$ cat config.mk
export PLATFORM = sky130hd
export DESIGN_NAME = match_score_scheduler
export DESIGN_NICKNAME = d
export VERILOG_FILES = /design/src/rtl/match_score_scheduler_pkg.sv /design/src/rtl/match_score_scheduler_argmax.sv /design/src/rtl/match_score_scheduler.sv
export SDC_FILE = /design/constraint.sdc
export NUM_CORES = 1
export LEC_CHECK = 0
export BUFFER_PORTS_ARGS = -buffer_cell sky130_fd_sc_hd__buf_2
export CELL_PAD_IN_SITES_DETAIL_PLACEMENT = 1
export CELL_PAD_IN_SITES_GLOBAL_PLACEMENT = 1
export CORE_ASPECT_RATIO = 0.7
export CORE_UTILIZATION = 40
export CTS_BUF_LIST = sky130_fd_sc_hd__clkbuf_2 sky130_fd_sc_hd__clkbuf_4 sky130_fd_sc_hd__clkbuf_8
export DETAILED_ROUTE_END_ITERATION = 8
export PLACE_DENSITY = 0.81
export SLEW_MARGIN = 20
export SYNTH_ARGS = -nofsm -noshare
export SYNTH_HDL_FRONTEND = slang
export SYNTH_SLANG_ARGS = --single-unit
$ cat constraint.sdc
create_clock -name clk -period 7.7 [get_ports clk]
set_input_delay 0.385 -clock clk [delete_from_list [all_inputs] [get_ports clk]]
set_output_delay 0.385 -clock clk [all_outputs]
set_load 0.01 [all_outputs]
$ cat src/rtl/match_score_scheduler_pkg.sv
// Shared types and constants for the match score scheduler slice.
// Package name: score_sched_pkg.
package score_sched_pkg;

    // Scheduler control states
    typedef enum logic [1:0] {
        IDLE = 2'd0,
        SCAN = 2'd1,
        SEND = 2'd2
    } state_e;

    localparam int unsigned SCORE_WIDTH_DEFAULT = 32;
    typedef logic [SCORE_WIDTH_DEFAULT-1:0] score_t;

    localparam logic [7:0] OVERRUN_MAX = 8'd255;

    // Saturating increment for the dropped-round counter
    function automatic logic [7:0] sat_inc8(input logic [7:0] v);
        return (v == OVERRUN_MAX) ? v : v + 8'd1;
    endfunction

endpackage

$ cat src/rtl/match_score_scheduler_argmax.sv
// Sequential argmax unit: one unsigned compare per cycle over a score bank.
// start_i loads entry 0 as the running best; indices 1..NUM_FILTERS-1 are
// then read through rd_idx_o/rd_data_i. done_o pulses the cycle after the
// last compare, with index_o/score_o holding the final result until the
// next start. Ties keep the lower index (strict greater-than only).
module score_argmax_seq
    import score_sched_pkg::*;
#(
    parameter int unsigned NUM_FILTERS = 10,
    parameter int unsigned SCORE_WIDTH = 32,
    parameter int unsigned IDX_WIDTH   = $clog2(NUM_FILTERS)
) (
    input  logic                   clk,
    input  logic                   rst_n,
    input  logic                   start_i,
    input  logic [SCORE_WIDTH-1:0] init_score_i,
    output logic [IDX_WIDTH-1:0]   rd_idx_o,
    input  logic [SCORE_WIDTH-1:0] rd_data_i,
    output logic                   done_o,
    output logic [IDX_WIDTH-1:0]   index_o,
    output logic [SCORE_WIDTH-1:0] score_o
);

    localparam logic [IDX_WIDTH-1:0] LAST_IDX = IDX_WIDTH'(NUM_FILTERS - 1);

    logic                   active_q, active_d;
    logic                   done_q, done_d;
    logic [IDX_WIDTH-1:0]   idx_q, idx_d;
    logic [IDX_WIDTH-1:0]   best_idx_q, best_idx_d;
    logic [SCORE_WIDTH-1:0] best_q, best_d;

    // Next-state: load on start, otherwise compare one bank entry per cycle
    always_comb begin
        active_d   = active_q;
        done_d     = 1'b0;
        idx_d      = idx_q;
        best_idx_d = best_idx_q;
        best_d     = best_q;
        if (start_i) begin
            active_d   = 1'b1;
            idx_d      = IDX_WIDTH'(1);
            best_idx_d = '0;
            best_d     = init_score_i;
        end else if (active_q) begin
            if (rd_data_i > best_q) begin
                best_d     = rd_data_i;
                best_idx_d = idx_q;
            end
            if (idx_q == LAST_IDX) begin
                active_d = 1'b0;
                done_d   = 1'b1;
            end else begin
                idx_d = idx_q + IDX_WIDTH'(1);
            end
        end
    end

    // Register running state
    always_ff @(posedge clk or negedge rst_n) begin
        if (!rst_n) begin
            active_q   <= 1'b0;
            done_q     <= 1'b0;
            idx_q      <= '0;
            best_idx_q <= '0;
            best_q     <= '0;
        end else begin
            active_q   <= active_d;
            done_q     <= done_d;
            idx_q      <= idx_d;
            best_idx_q <= best_idx_d;
            best_q     <= best_d;
        end
    end

    assign rd_idx_o = idx_q;
    assign done_o   = done_q;
    assign index_o  = best_idx_q;
    assign score_o  = best_q;

endmodule

$ cat src/rtl/match_score_scheduler.sv
// Match score scheduler: latches a round of filter scores, finds the best
// filter with a sequential argmax, then streams a report over valid/ready.
// Optional macro SCORE_SCHED_BEST_ONLY_EN: report is only {best_index,
// best_score}; otherwise it is every bank entry followed by best_index.
module match_score_scheduler
    import score_sched_pkg::*;
#(
    parameter int unsigned NUM_FILTERS = 10,
    parameter int unsigned SCORE_WIDTH = 32,
    parameter int unsigned IDX_WIDTH   = $clog2(NUM_FILTERS)
) (
    input  logic                               clk,
    input  logic                               rst_n,
    input  logic                               scores_valid,
    input  logic [NUM_FILTERS*SCORE_WIDTH-1:0] scores,
    output logic                               busy,
    output logic                               best_valid,
    output logic [IDX_WIDTH-1:0]               best_index,
    output logic [SCORE_WIDTH-1:0]             best_score,
    output logic                               tx_valid,
    output logic [SCORE_WIDTH-1:0]             tx_data,
    input  logic                               tx_ready,
    output logic [7:0]                         overrun_count
);

    localparam int unsigned CNT_W = $clog2(NUM_FILTERS + 1);
`ifdef SCORE_SCHED_BEST_ONLY_EN
    localparam logic [CNT_W-1:0] LAST_WORD = CNT_W'(1);
`else
    localparam logic [CNT_W-1:0] LAST_WORD = CNT_W'(NUM_FILTERS);
`endif

    state_e                 state_q, state_d;
    logic [SCORE_WIDTH-1:0] bank_q [NUM_FILTERS];
    logic [SCORE_WIDTH-1:0] bank_d [NUM_FILTERS];
    logic [CNT_W-1:0]       word_q, word_d;
    logic                   tx_valid_q, tx_valid_d;
    logic [SCORE_WIDTH-1:0] tx_data_q, tx_data_d;
    logic                   best_valid_q, best_valid_d;
    logic [IDX_WIDTH-1:0]   best_idx_q, best_idx_d;
    logic [SCORE_WIDTH-1:0] best_score_q, best_score_d;
    logic [7:0]             ovr_q, ovr_d;

    logic                   am_start;
    logic [IDX_WIDTH-1:0]   am_rd_idx;
    logic                   am_done;
    logic [IDX_WIDTH-1:0]   am_index;
    logic [SCORE_WIDTH-1:0] am_score;

    logic [CNT_W-1:0]       word_sel;
    logic [IDX_WIDTH-1:0]   rep_idx;
`ifdef SCORE_SCHED_BEST_ONLY_EN
    logic [SCORE_WIDTH-1:0] rep_score;
`endif
    logic [SCORE_WIDTH-1:0] word_mux;

    score_argmax_seq #(
        .NUM_FILTERS (NUM_FILTERS),
        .SCORE_WIDTH (SCORE_WIDTH),
        .IDX_WIDTH   (IDX_WIDTH)
    ) u_argmax (
        .clk          (clk),
        .rst_n        (rst_n),
        .start_i      (am_start),
        .init_score_i (scores[SCORE_WIDTH-1:0]),
        .rd_idx_o     (am_rd_idx),
        .rd_data_i    (bank_q[am_rd_idx]),
        .done_o       (am_done),
        .index_o      (am_index),
        .score_o      (am_score)
    );

    // Report word mux: word 0 when entering SEND (result straight from the
    // argmax unit, not yet registered), otherwise the word after word_q
    always_comb begin
        word_sel = (state_q == SEND) ? word_q + CNT_W'(1) : '0;
        rep_idx  = (state_q == SEND) ? best_idx_q : am_index;
`ifdef SCORE_SCHED_BEST_ONLY_EN
        rep_score = (state_q == SEND) ? best_score_q : am_score;
        word_mux  = (word_sel == '0) ? SCORE_WIDTH'(rep_idx) : rep_score;
`else
        if (word_sel < CNT_W'(NUM_FILTERS)) begin
            word_mux = bank_q[IDX_WIDTH'(word_sel)];
        end else begin
            word_mux = SCORE_WIDTH'(rep_idx);
        end
`endif
    end

    // Control FSM, bank capture, report sequencing and overrun counting
    always_comb begin
        state_d      = state_q;
        bank_d       = bank_q;
        word_d       = word_q;
        tx_valid_d   = tx_valid_q;
        tx_data_d    = tx_data_q;
        best_valid_d = 1'b0;
        best_idx_d   = best_idx_q;
        best_score_d = best_score_q;
        ovr_d        = ovr_q;
        am_start     = 1'b0;

        if (scores_valid && (state_q != IDLE)) begin
            ovr_d = sat_inc8(ovr_q);
        end

        case (state_q)
            IDLE: begin
                if (scores_valid) begin
                    for (int unsigned i = 0; i < NUM_FILTERS; i++) begin
                        bank_d[i] = scores[i*SCORE_WIDTH +: SCORE_WIDTH];
                    end
                    am_start = 1'b1;
                    state_d  = SCAN;
                end
            end
            SCAN: begin
                if (am_done) begin
                    best_valid_d = 1'b1;
                    best_idx_d   = am_index;
                    best_score_d = am_score;
                    tx_valid_d   = 1'b1;
                    tx_data_d    = word_mux;
                    word_d       = '0;
                    state_d      = SEND;
                end
            end
            SEND: begin
                if (tx_valid_q && tx_ready) begin
                    if (word_q == LAST_WORD) begin
                        tx_valid_d = 1'b0;
                        state_d    = IDLE;
                    end else begin
                        word_d    = word_q + CNT_W'(1);
                        tx_data_d = word_mux;
                    end
                end
            end
            default: state_d = IDLE;
        endcase
    end

    // State and datapath registers, all cleared by asynchronous reset
    always_ff @(posedge clk or negedge rst_n) begin
        if (!rst_n) begin
            state_q      <= IDLE;
            for (int unsigned i = 0; i < NUM_FILTERS; i++) begin
                bank_q[i] <= '0;
            end
            word_q       <= '0;
            tx_valid_q   <= 1'b0;
            tx_data_q    <= '0;
            best_valid_q <= 1'b0;
            best_idx_q   <= '0;
            best_score_q <= '0;
            ovr_q        <= '0;
        end else begin
            state_q      <= state_d;
            bank_q       <= bank_d;
            word_q       <= word_d;
            tx_valid_q   <= tx_valid_d;
            tx_data_q    <= tx_data_d;
            best_valid_q <= best_valid_d;
            best_idx_q   <= best_idx_d;
            best_score_q <= best_score_d;
            ovr_q        <= ovr_d;
        end
    end

    assign busy          = (state_q != IDLE);
    assign best_valid    = best_valid_q;
    assign best_index    = best_idx_q;
    assign best_score    = best_score_q;
    assign tx_valid      = tx_valid_q;
    assign tx_data       = tx_data_q;
    assign overrun_count = ovr_q;

endmodule

==> metrics.txt, run 1 <==
status finished clean; IO Pins 403; FF-to-FF End u_argmax.score_o[2]$_DFFE_PN0P_; crit-path max FO 30; Hold Crit Class in -> reg; via count 22,380; Area contributors post-synth dfrtp_1 47%, nand2_1 16%, mux2i_1 7.2%; R2R cell count 12; Place WS 2523 ps; Pwr per Cell Area 406.4 mW/mm²; Avg Inst Size Synth 9.254 µm²; Async S/R FF share, synth 100.0%; Cells after Synth 2,553; clk buf depth 3; Period minus WS final 4995 ps; final setup fails 0; initial core utilization 40.50%; Max Freq 0.2002 GHz; gpl congestion 0.9482; Min-Delay Endpoint bank_q[313]$_DFFE_PN0P_; first drt pass iteration count 7; Cell variety after synth 53; share of the synthesized area in the top cell type 47.24%; post-CTS setup buffer count 0; CP max stage delay 830 ps; worst path required time 8270 ps; WS Path Type reg -> reg; Routed wire per std cell 24.67 µm; Via density 5.622; initial detailed-routing violation count 1,745; setup ws final 2705 ps; Slew HR 22.93%; Mapped Nets 2,914; root buffer cell clkbuf_8; WL final 98,230 µm; Hold Fails Final Rpt 0; nets 3,523; total CTS buffers 75; Die X 292.5 µm; Reg clk slew, reported paths 70 ps; Yosys warnings 0; GRT Total Usage 32.73%; Vert. Die Dim 205.3 µm; min-delay src scores[25]; total gr overflow 0; Layout area overhead 29.55%; layout cells sized above 1 21.80%; P_leak 14.81 nW; most frequent cells after synthesis 1,037 x nand2_1, 446 x dfrtp_1, 170 x mux2i_1, 122 x clkbuf_1, 112 x a211oi_1; Routed Antenna Nets 0; Clk Latency, worst-skew pair 700 ps; global-route wire length before repair 148,100 µm; maximum VDD drop 0.0001775 V; FF-to-FF setup slack 2710 ps; cell mode on critical path buf_4; startpoint type of the worst setup path flip-flop; EDFF count, synth 0; DRC violations left 0; Post-Syn Area 0.02363 mm²; Max Cap Viol 0; crit path cell chain buf_4 -> mux4_2 -> mux2i_1 -> o22ai_1 -> ha_1 -> nand4_1 -> nor4_2 -> nand2_1 -> o311ai_4 -> buf_4 -> a21oi_1 -> o31ai_1; WP data arrival 5570 ps; Tcrit/Tclk final 64.86%; setup tns final 0 ps; placed cells 3,551; top-count cell post-synth nand2_1; Post-synth top flop dfrtp_1; Worst Path Buf+Inv 2; Final Non-Filler Cells 3,981; launching point of the worst reg2reg path u_argmax.rd_idx_o[0]$_DFFE_PN0P_; Placement Rows 74; Worst setup EP type flip-flop; clock skew 38.37 ps; Synth area leader dfrtp_1; Hold Path Cell Cnt 3; initial antenna violation count 5; Total Power 12.44 mW; Slew Limit Fails 0; RSZ-0062 raised after global routing no; Top delay family on crit path simple AND/OR/NAND/NOR gates; Core Box Area 0.05833 mm²; htree depth 3; #FFs+latches synth 446; Slew @ Worst Pin 1156 ps; # clock sinks 446; HPWL Detailed 63,070 µm; TritonCTS clock tree built; Worst path slowest cell dfrtp_4; vias in the first global route 24,290; sequential cell area fraction in the yosys report 47.24%; largest net degree at the start of global routing 160; PortBufs 402; die area 0.06006 mm²
## flip-flops by register name (all words and copies together), names as in the netlist
register,cells
best_score,32
u_argmax.done_o,1
state_q,2
u_argmax.rd_idx_o,4
u_argmax.index_o,4
u_argmax.score_o,32
tx_data,32
word_q,4
bank_q,320
tx_valid,1
u_argmax.active_q,1
best_index,4
overrun_count,8
best_valid,1
## placed cells by master, fill, tap and decap left out, drive strengths merged, types with 3 or more instances in the layout
| cell type | instances |
|---|---|
| a211oi | 112 |
| a21o | 10 |
| a21oi | 51 |
| a311oi | 5 |
| a31oi | 27 |
| buf | 428 |
| clkbuf | 119 |
| clkinv | 3 |
| clkinvlp | 6 |
| dfrtp | 446 |
| diode | 5 |
| dlygate4sd3 | 294 |
| ha | 37 |
| inv | 38 |
| mux2i | 170 |
| mux4 | 64 |
| nand2 | 1037 |
| nand2b | 3 |
| nand3 | 16 |
| nand4 | 11 |
| nor2 | 45 |
| nor2b | 55 |
| nor3 | 31 |
| o21ai | 71 |
| o22ai | 41 |
| o311ai | 3 |
| o31ai | 32 |
| or3 | 27 |
| xnor2 | 8 |
| xor2 | 4 |
## metrics by stage
step	util, %	area [µm²]	hold WS, ps
final	52.47	30610	16.36
after global routing	52.47	30610	1.016
after CTS	52.39	30560	1.784
after detailed placement	44.50	25960	460.4
after global placement	44.50	25960	460.7
after floorplan	-	23630	89.41
## worst max path at each step
stage	from	to	slack, ps	cells after the start
2_1_floorplan	u_argmax.rd_idx_o[0]$_DFFE_PN0P_	u_argmax.score_o[25]$_DFFE_PN0P_	4400	14
3_3_place_gp	u_argmax.rd_idx_o[0]$_DFFE_PN0P_	u_argmax.score_o[31]$_DFFE_PN0P_	2670	11
3_5_place_dp	u_argmax.rd_idx_o[0]$_DFFE_PN0P_	u_argmax.index_o[3]$_DFFE_PN0P_	2520	11
4_1_cts	u_argmax.rd_idx_o[0]$_DFFE_PN0P_	u_argmax.index_o[3]$_DFFE_PN0P_	2470	11
5_1_grt	u_argmax.rd_idx_o[0]$_DFFE_PN0P_	u_argmax.score_o[2]$_DFFE_PN0P_	2450	12
6_report	u_argmax.rd_idx_o[0]$_DFFE_PN0P_	u_argmax.score_o[2]$_DFFE_PN0P_	2710	12
## logic make-up after synthesis
| group | after synthesis | synth area share [%] |
|---|---|---|
| AND/OR/NAND/NOR | 1236 | 21.81 |
| flip-flops | 446 | 47.24 |
| AO/OA/AOI/OAI | 361 | 10.80 |
| multiplexers | 234 | 13.30 |
| buffers and inverters | 227 | 4.438 |
| adder cells (fa/ha/maj) | 37 | 1.959 |
| XOR/XNOR | 12 | 0.4448 |
## cell type report
cell class	count	area [µm²]
fillers	6639	27720
multi-input cells	1880	11490
flip-flops and latches	446	11170
repair buffers	722	5185
clock buffers	119	1531
well taps	760	950.9
inverters	37	138.9
clock inverters	12	128.9
diodes	5	12.51
## routing by layer
| metal | global-route usage (%) | wire length (µm) |
|---|---|---|
| met3 | 5.962 | 5353 |
| met2 | 56.21 | 49100 |
| met5 | 0 | 0 |
| met4 | 17.88 | 5212 |
| met1 | 39.12 | 38560 |
## tightest hold or removal path: cells and delay by family
family,cells,cell delay (ps)
buffers and inverters,1,80
and+or+nand+nor,2,210
## report_power, final
part           switching, mW  internal [mW]  total, mW
Clock                   1.08           1.33       2.40
Sequential              1.28           3.46       4.74
Combinational           2.97           2.32       5.30
## repair_timing
action                                 in CTS  in global routing
hold buffers                              294                  0
gates resized for setup                     0                  0
endpoints found under the hold margin     400                  0
Note: power is estimated with default switching activity, not from simulation.
==> run 2: changes to the inputs <==
- clock period: 7.7 -> 5.1 ns (I/O delays scaled with it)
==> metrics.txt, run 2 (synthesized netlist as in run 1, its figures left out) <==
Die X 292.5 µm (unchanged); htree depth 3 (unchanged); FF-to-FF End u_argmax.score_o[3]$_DFFE_PN0P_; TritonCTS clock tree built; Clk Latency, worst-skew pair 690 ps (about the same); WP data arrival 5400 ps (-170 ps); final setup fails 0 (unchanged); first drt pass iteration count 5 (-2); Post-CTS Hold Buffers 322 (+9.5%); Core Box Area 0.05833 mm² (unchanged); IO Pins 403 (unchanged); worst path required time 5620 ps (-2650 ps); Tcrit/Tclk final 95.65% (+31 points); Slew HR 26.97% (+4.0 points); vias in the first global route 24,350 (+0.21%); launching point of the worst reg2reg path u_argmax.rd_idx_o[0]$_DFFE_PN0P_; HPWL Detailed 61,790 µm (-2.0%); Max Freq 0.2050 GHz (+2.4%); post-CTS setup buffer count 0 (unchanged); Slew Limit Fails 0 (unchanged); Placement Rows 74 (unchanged); clk buf depth 3 (unchanged); post_cts resized 0 (unchanged); Worst setup EP type flip-flop; crit-path max FO 23 (-23%); P_leak 15.01 nW (+1.4%); gpl congestion 0.8955 (-5.6%); Via density 5.549 (-1.3%); setup ws final 222.0 ps (-2483 ps); WS Path Type reg -> reg; total CTS buffers 74 (-1.3%); FF/Latch Area 0.01117 mm² (unchanged); most common cell after layout, fill and taps aside nand2_1; initial detailed-routing violation count 1,565 (-10%); Max Cap Viol 0 (unchanged); min-delay src scores_valid; nets 3,560 (+1.1%); PortBufs 402 (unchanged); most frequent cells in the layout 1,034 x nand2_1, 443 x dfrtp_1, 401 x buf_2; R2R cell count 12 (unchanged); largest net degree at the start of global routing 234 (+46%); Hold Crit Class in -> reg; Vert. Die Dim 205.3 µm (unchanged); startpoint type of the worst setup path flip-flop; RSZ-0062 raised after global routing no; via count 22,310 (-0.30%); layout cells sized above 1 21.85% (+0.053 points); FF-to-FF setup slack 220 ps (-2480 ps); Largest Register bank_q; Routed wire per std cell 24.27 µm (-1.6%); Min-Delay Endpoint state_q[0]$_DFFE_PN0P_; maximum VDD drop 0.0003046 V (+72%); root buffer cell clkbuf_8; WL final 97,580 µm (-0.66%); initial antenna violation count 10 (+5); GRT Total Usage 32.55% (-0.19 points); Pwr per Cell Area 603.8 mW/mm² (+49%); status finished clean; Routed Antenna Nets 0 (unchanged); DRC violations left 0 (unchanged); Layout area overhead 31.12%; die area 0.06006 mm² (unchanged); max reg flops 320 (unchanged); Slew @ Worst Pin 1095 ps (-60.64 ps); global-route wire length before repair 147,600 µm (-0.30%); fillers 6,637 (-0.030%); Reg clk slew, reported paths 70 ps (about the same); area occupied by multi-input gates 0.01146 mm² (-0.21%); Hold Path Cell Cnt 3 (unchanged); clock skew 46.84 ps (+8.471 ps); # clock sinks 446 (unchanged); total gr overflow 0 (unchanged); Hold Fails Final Rpt 0 (unchanged); setup tns final 0 ps (unchanged); initial core utilization 40.50% (unchanged); Place WS 425.8 ps (-2097 ps); Period minus WS final 4878 ps (-116.5 ps)
[run 2: stage by stage]
stage | instance area [µm²] | hold WS, ps | utilization (%) | instances | total power [mW]
3_5_place_dp | 26130 | 446.4 | 44.79 | 3560 | 14.81
2_1_floorplan | 23630 | -40.59 | - | 2553 | 11.88
6_report | 30980 | 133.2 | 53.11 | 4021 | 18.71
3_3_place_gp | 26130 | 436.4 | 44.79 | 3560 | 14.36
4_1_cts | 30920 | 97.78 | 53.02 | 4013 | 18.54
5_1_grt | 30980 | 123.6 | 53.11 | 4020 | 19.83
[run 2: how the worst max path moves through the flow]
stage | from | end | slack, ps
after global placement | u_argmax.rd_idx_o[0]$_DFFE_PN0P_ | u_argmax.score_o[22]$_DFFE_PN0P_ | 600
final | u_argmax.rd_idx_o[0]$_DFFE_PN0P_ | u_argmax.score_o[3]$_DFFE_PN0P_ | 220
after floorplan | u_argmax.rd_idx_o[0]$_DFFE_PN0P_ | u_argmax.score_o[25]$_DFFE_PN0P_ | 1800
after CTS | u_argmax.rd_idx_o[0]$_DFFE_PN0P_ | u_argmax.score_o[3]$_DFFE_PN0P_ | 350
after detailed placement | u_argmax.rd_idx_o[0]$_DFFE_PN0P_ | u_argmax.score_o[21]$_DFFE_PN0P_ | 430
after global routing | u_argmax.rd_idx_o[0]$_DFFE_PN0P_ | u_argmax.score_o[3]$_DFFE_PN0P_ | 40
[run 2: where the power goes]
| group | switching, mW | internal (mW) |
|---|---|---|
| registers | 1.75 | 5.22 |
| logic | 4.62 | 3.60 |
| clock network | 1.60 | 1.91 |
[run 2: layout make-up]
class / instances / share of cell area [%]
clock inverter: 8 / 0.2262
antenna: 7 / 0.05654
tap: 760 / 3.069
clock buffer: 123 / 4.859
sequential: 446 / 36.06
multi-input combinational: 1880 / 37.01
inverter: 37 / 0.4483
timing repair buffer: 760 / 18.27
[run 2: worst max-delay path: stages, from the launching register on]
cell and delay, ps:
dfrtp_4 590, buf_4 480, mux4_2 560, mux2i_1 240, o22ai_1 180, ha_1 340
nand4_1 290, nor4_2 610, nand2_1 250, o311ai_4 340, buf_4 380, a21oi_1 100
o31ai_1 350
[run 2: per-layer routing]
metal  share of wire (%)  GRT usage (%)
met1                  39          37.86
met3                 5.2          5.887
met4                 5.6          17.73
met2                  50          57.20
met5                   0              0
==> run 3: changes to the inputs <==
- RECOVER_POWER: default -> 100
==> metrics.txt, run 3 (synthesized netlist as in run 1, its figures left out) <==
Period minus WS final 4961 ps (+82.78 ps); fillers 6,685 (+0.72%); Slew Limit Fails 388 (+388); via count 22,380 (+0.28%); worst path required time 5660 ps (+40 ps); initial core utilization 40.50% (unchanged); WL final 97,920 µm (+0.35%); FF-to-FF setup slack 140 ps (-80 ps); most common cell after layout, fill and taps aside nand2_1; gpl congestion 0.8955 (unchanged); total gr overflow 0 (unchanged); Worst Path Buf+Inv 2 (unchanged); CP max stage delay 610 ps (about the same); FF/Latch Area 0.01117 mm² (unchanged); IO Pins 403 (unchanged); global-route wire length before repair 147,600 µm (unchanged); # clock sinks 446 (unchanged); Slew @ Worst Pin 3396 ps (+2301 ps); Hold Fails Final Rpt 0 (unchanged); Worst setup EP type flip-flop; Reg clk slew, reported paths 70 ps (about the same); Clk Latency, worst-skew pair 690 ps (about the same); PortBufs 402 (unchanged); status finished with violations; startpoint type of the worst setup path flip-flop; Layout area overhead 30.53%; GRT Total Usage 32.55% (unchanged); htree depth 3 (unchanged); Largest Register bank_q; Total Power 18.65 mW (-0.31%); most frequent cells in the layout 1,035 x nand2_1, 443 x dfrtp_1, 322 x dlygate4sd3_1, 322 x buf_2, 170 x mux2i_1; nets 3,560 (unchanged); Placement Rows 74 (unchanged); initial antenna violation count 7 (-3); setup tns final 0 ps (unchanged); die area 0.06006 mm² (unchanged); Die X 292.5 µm (unchanged); WP data arrival 5520 ps (+120 ps); maximum VDD drop 0.0003036 V (-0.33%); post-CTS setup buffer count 0 (unchanged); Final Non-Filler Cells 4,021 (unchanged); RSZ-0062 raised after global routing no; first drt pass iteration count 6 (+1); Max Freq 0.2016 GHz (-1.7%); total CTS buffers 74 (unchanged); P_leak 14.73 nW (-1.8%); Slew HR -126.4% (-150 points); Top delay family on crit path simple AND/OR/NAND/NOR gates; post_cts resized 0 (unchanged); failing checks max-capacitance violations, max-slew violations; Hold Crit Class in -> reg; Routed wire per std cell 24.35 µm (+0.35%); Vert. Die Dim 205.3 µm (unchanged); clock skew 46.01 ps (-0.8265 ps); Post-CTS Hold Buffers 322 (unchanged); HPWL Detailed 61,790 µm (unchanged); Core Box Area 0.05833 mm² (unchanged); WS Path Type reg -> reg; Pwr per Cell Area 604.7 mW/mm² (+0.15%); Routed Antenna Nets 0 (unchanged); root buffer cell clkbuf_8; crit path cell chain buf_4 -> mux4_2 -> mux2i_1 -> o22ai_1 -> ha_1 -> nand4_1 -> nor4_2 -> and2b_1 -> o311ai_4 -> buf_4 -> a21oi_1 -> o31ai_1; Worst path slowest cell nor4_2; TritonCTS clock tree built; placed cells 3,560 (unchanged); Tcrit/Tclk final 97.27% (+1.6 points); vias in the first global route 24,350 (unchanged); post-route cell area 0.03084 mm² (-0.45%); Via density 5.565 (+0.28%); Max Cap Viol 5 (+5); placed inst area 0.02613 mm² (unchanged); clk buf depth 3 (unchanged); final setup fails 0 (unchanged); crit-path max FO 23 (unchanged); area occupied by multi-input gates 0.01145 mm² (-0.15%); cell mode on critical path buf_4; max reg flops 320 (unchanged); largest net degree at the start of global routing 234 (unchanged); layout cells sized above 1 19.27% (-2.6 points); DRC violations left 0 (unchanged); initial detailed-routing violation count 1,589 (+1.5%)
[run 3: report_power, final]
part	switching, mW	leakage (nW)	internal [mW]	total, mW
registers	1.77	5.53	5.22	6.99
clock network	1.60	0.841	1.91	3.51
logic	4.62	8.36	3.52	8.15
total	7.99	14.7	10.7	18.6
[run 3: metal layers]
metal  part of all wire (%)  GRT usage, %  wire length [µm]
met3                    5.2         5.887              5113
met2                     50         57.20             49150
met4                    5.5         17.73              5413
met5                      0             0                 0
met1                     39         37.86             38250
[run 3: tightest hold or removal path: stages]
cell and delay, ps:
buf_2 180, o21ai_0 260, nor2_1 70
[run 3: final timing paths]
path	startpoint	endpoint	cells past startpoint
setup reg to reg	u_argmax.rd_idx_o[0]$_DFFE_PN0P_	u_argmax.score_o[21]$_DFFE_PN0P_	12
max in group asynchronous	rst_n	best_score[12]$_DFFE_PN0P_	3
hold reg to reg	best_score[14]$_DFFE_PN0P_	best_score[14]$_DFFE_PN0P_	2
min in group asynchronous	rst_n	overrun_count[7]$_DFFE_PN0P_	2
hold / removal	scores_valid	state_q[0]$_DFFE_PN0P_	3
setup / recovery	u_argmax.rd_idx_o[0]$_DFFE_PN0P_	u_argmax.score_o[21]$_DFFE_PN0P_	12
[run 3: final cells by class]
class                      count  area share, %
multi-input combinational   1880          37.12
sequential                   446          36.23
timing repair buffer         760          17.96
clock buffer                 123          4.881
tap                          760          3.083
inverter                      37         0.4503
clock inverter                 8         0.2272
antenna                        7        0.05680
[run 3: metrics by stage]
stage | utilization (%) | worst slack [ps] | hold WS [ps]
3_3_place_gp | 44.79 | 596.6 | 436.4
2_1_floorplan | - | 1796 | -40.59
6_report | 52.87 | 139.2 | 134.6
3_5_place_dp | 44.79 | 425.8 | 446.4
4_1_cts | 53.02 | 351.2 | 97.78
5_1_grt | 52.87 | 25.69 | 107.7
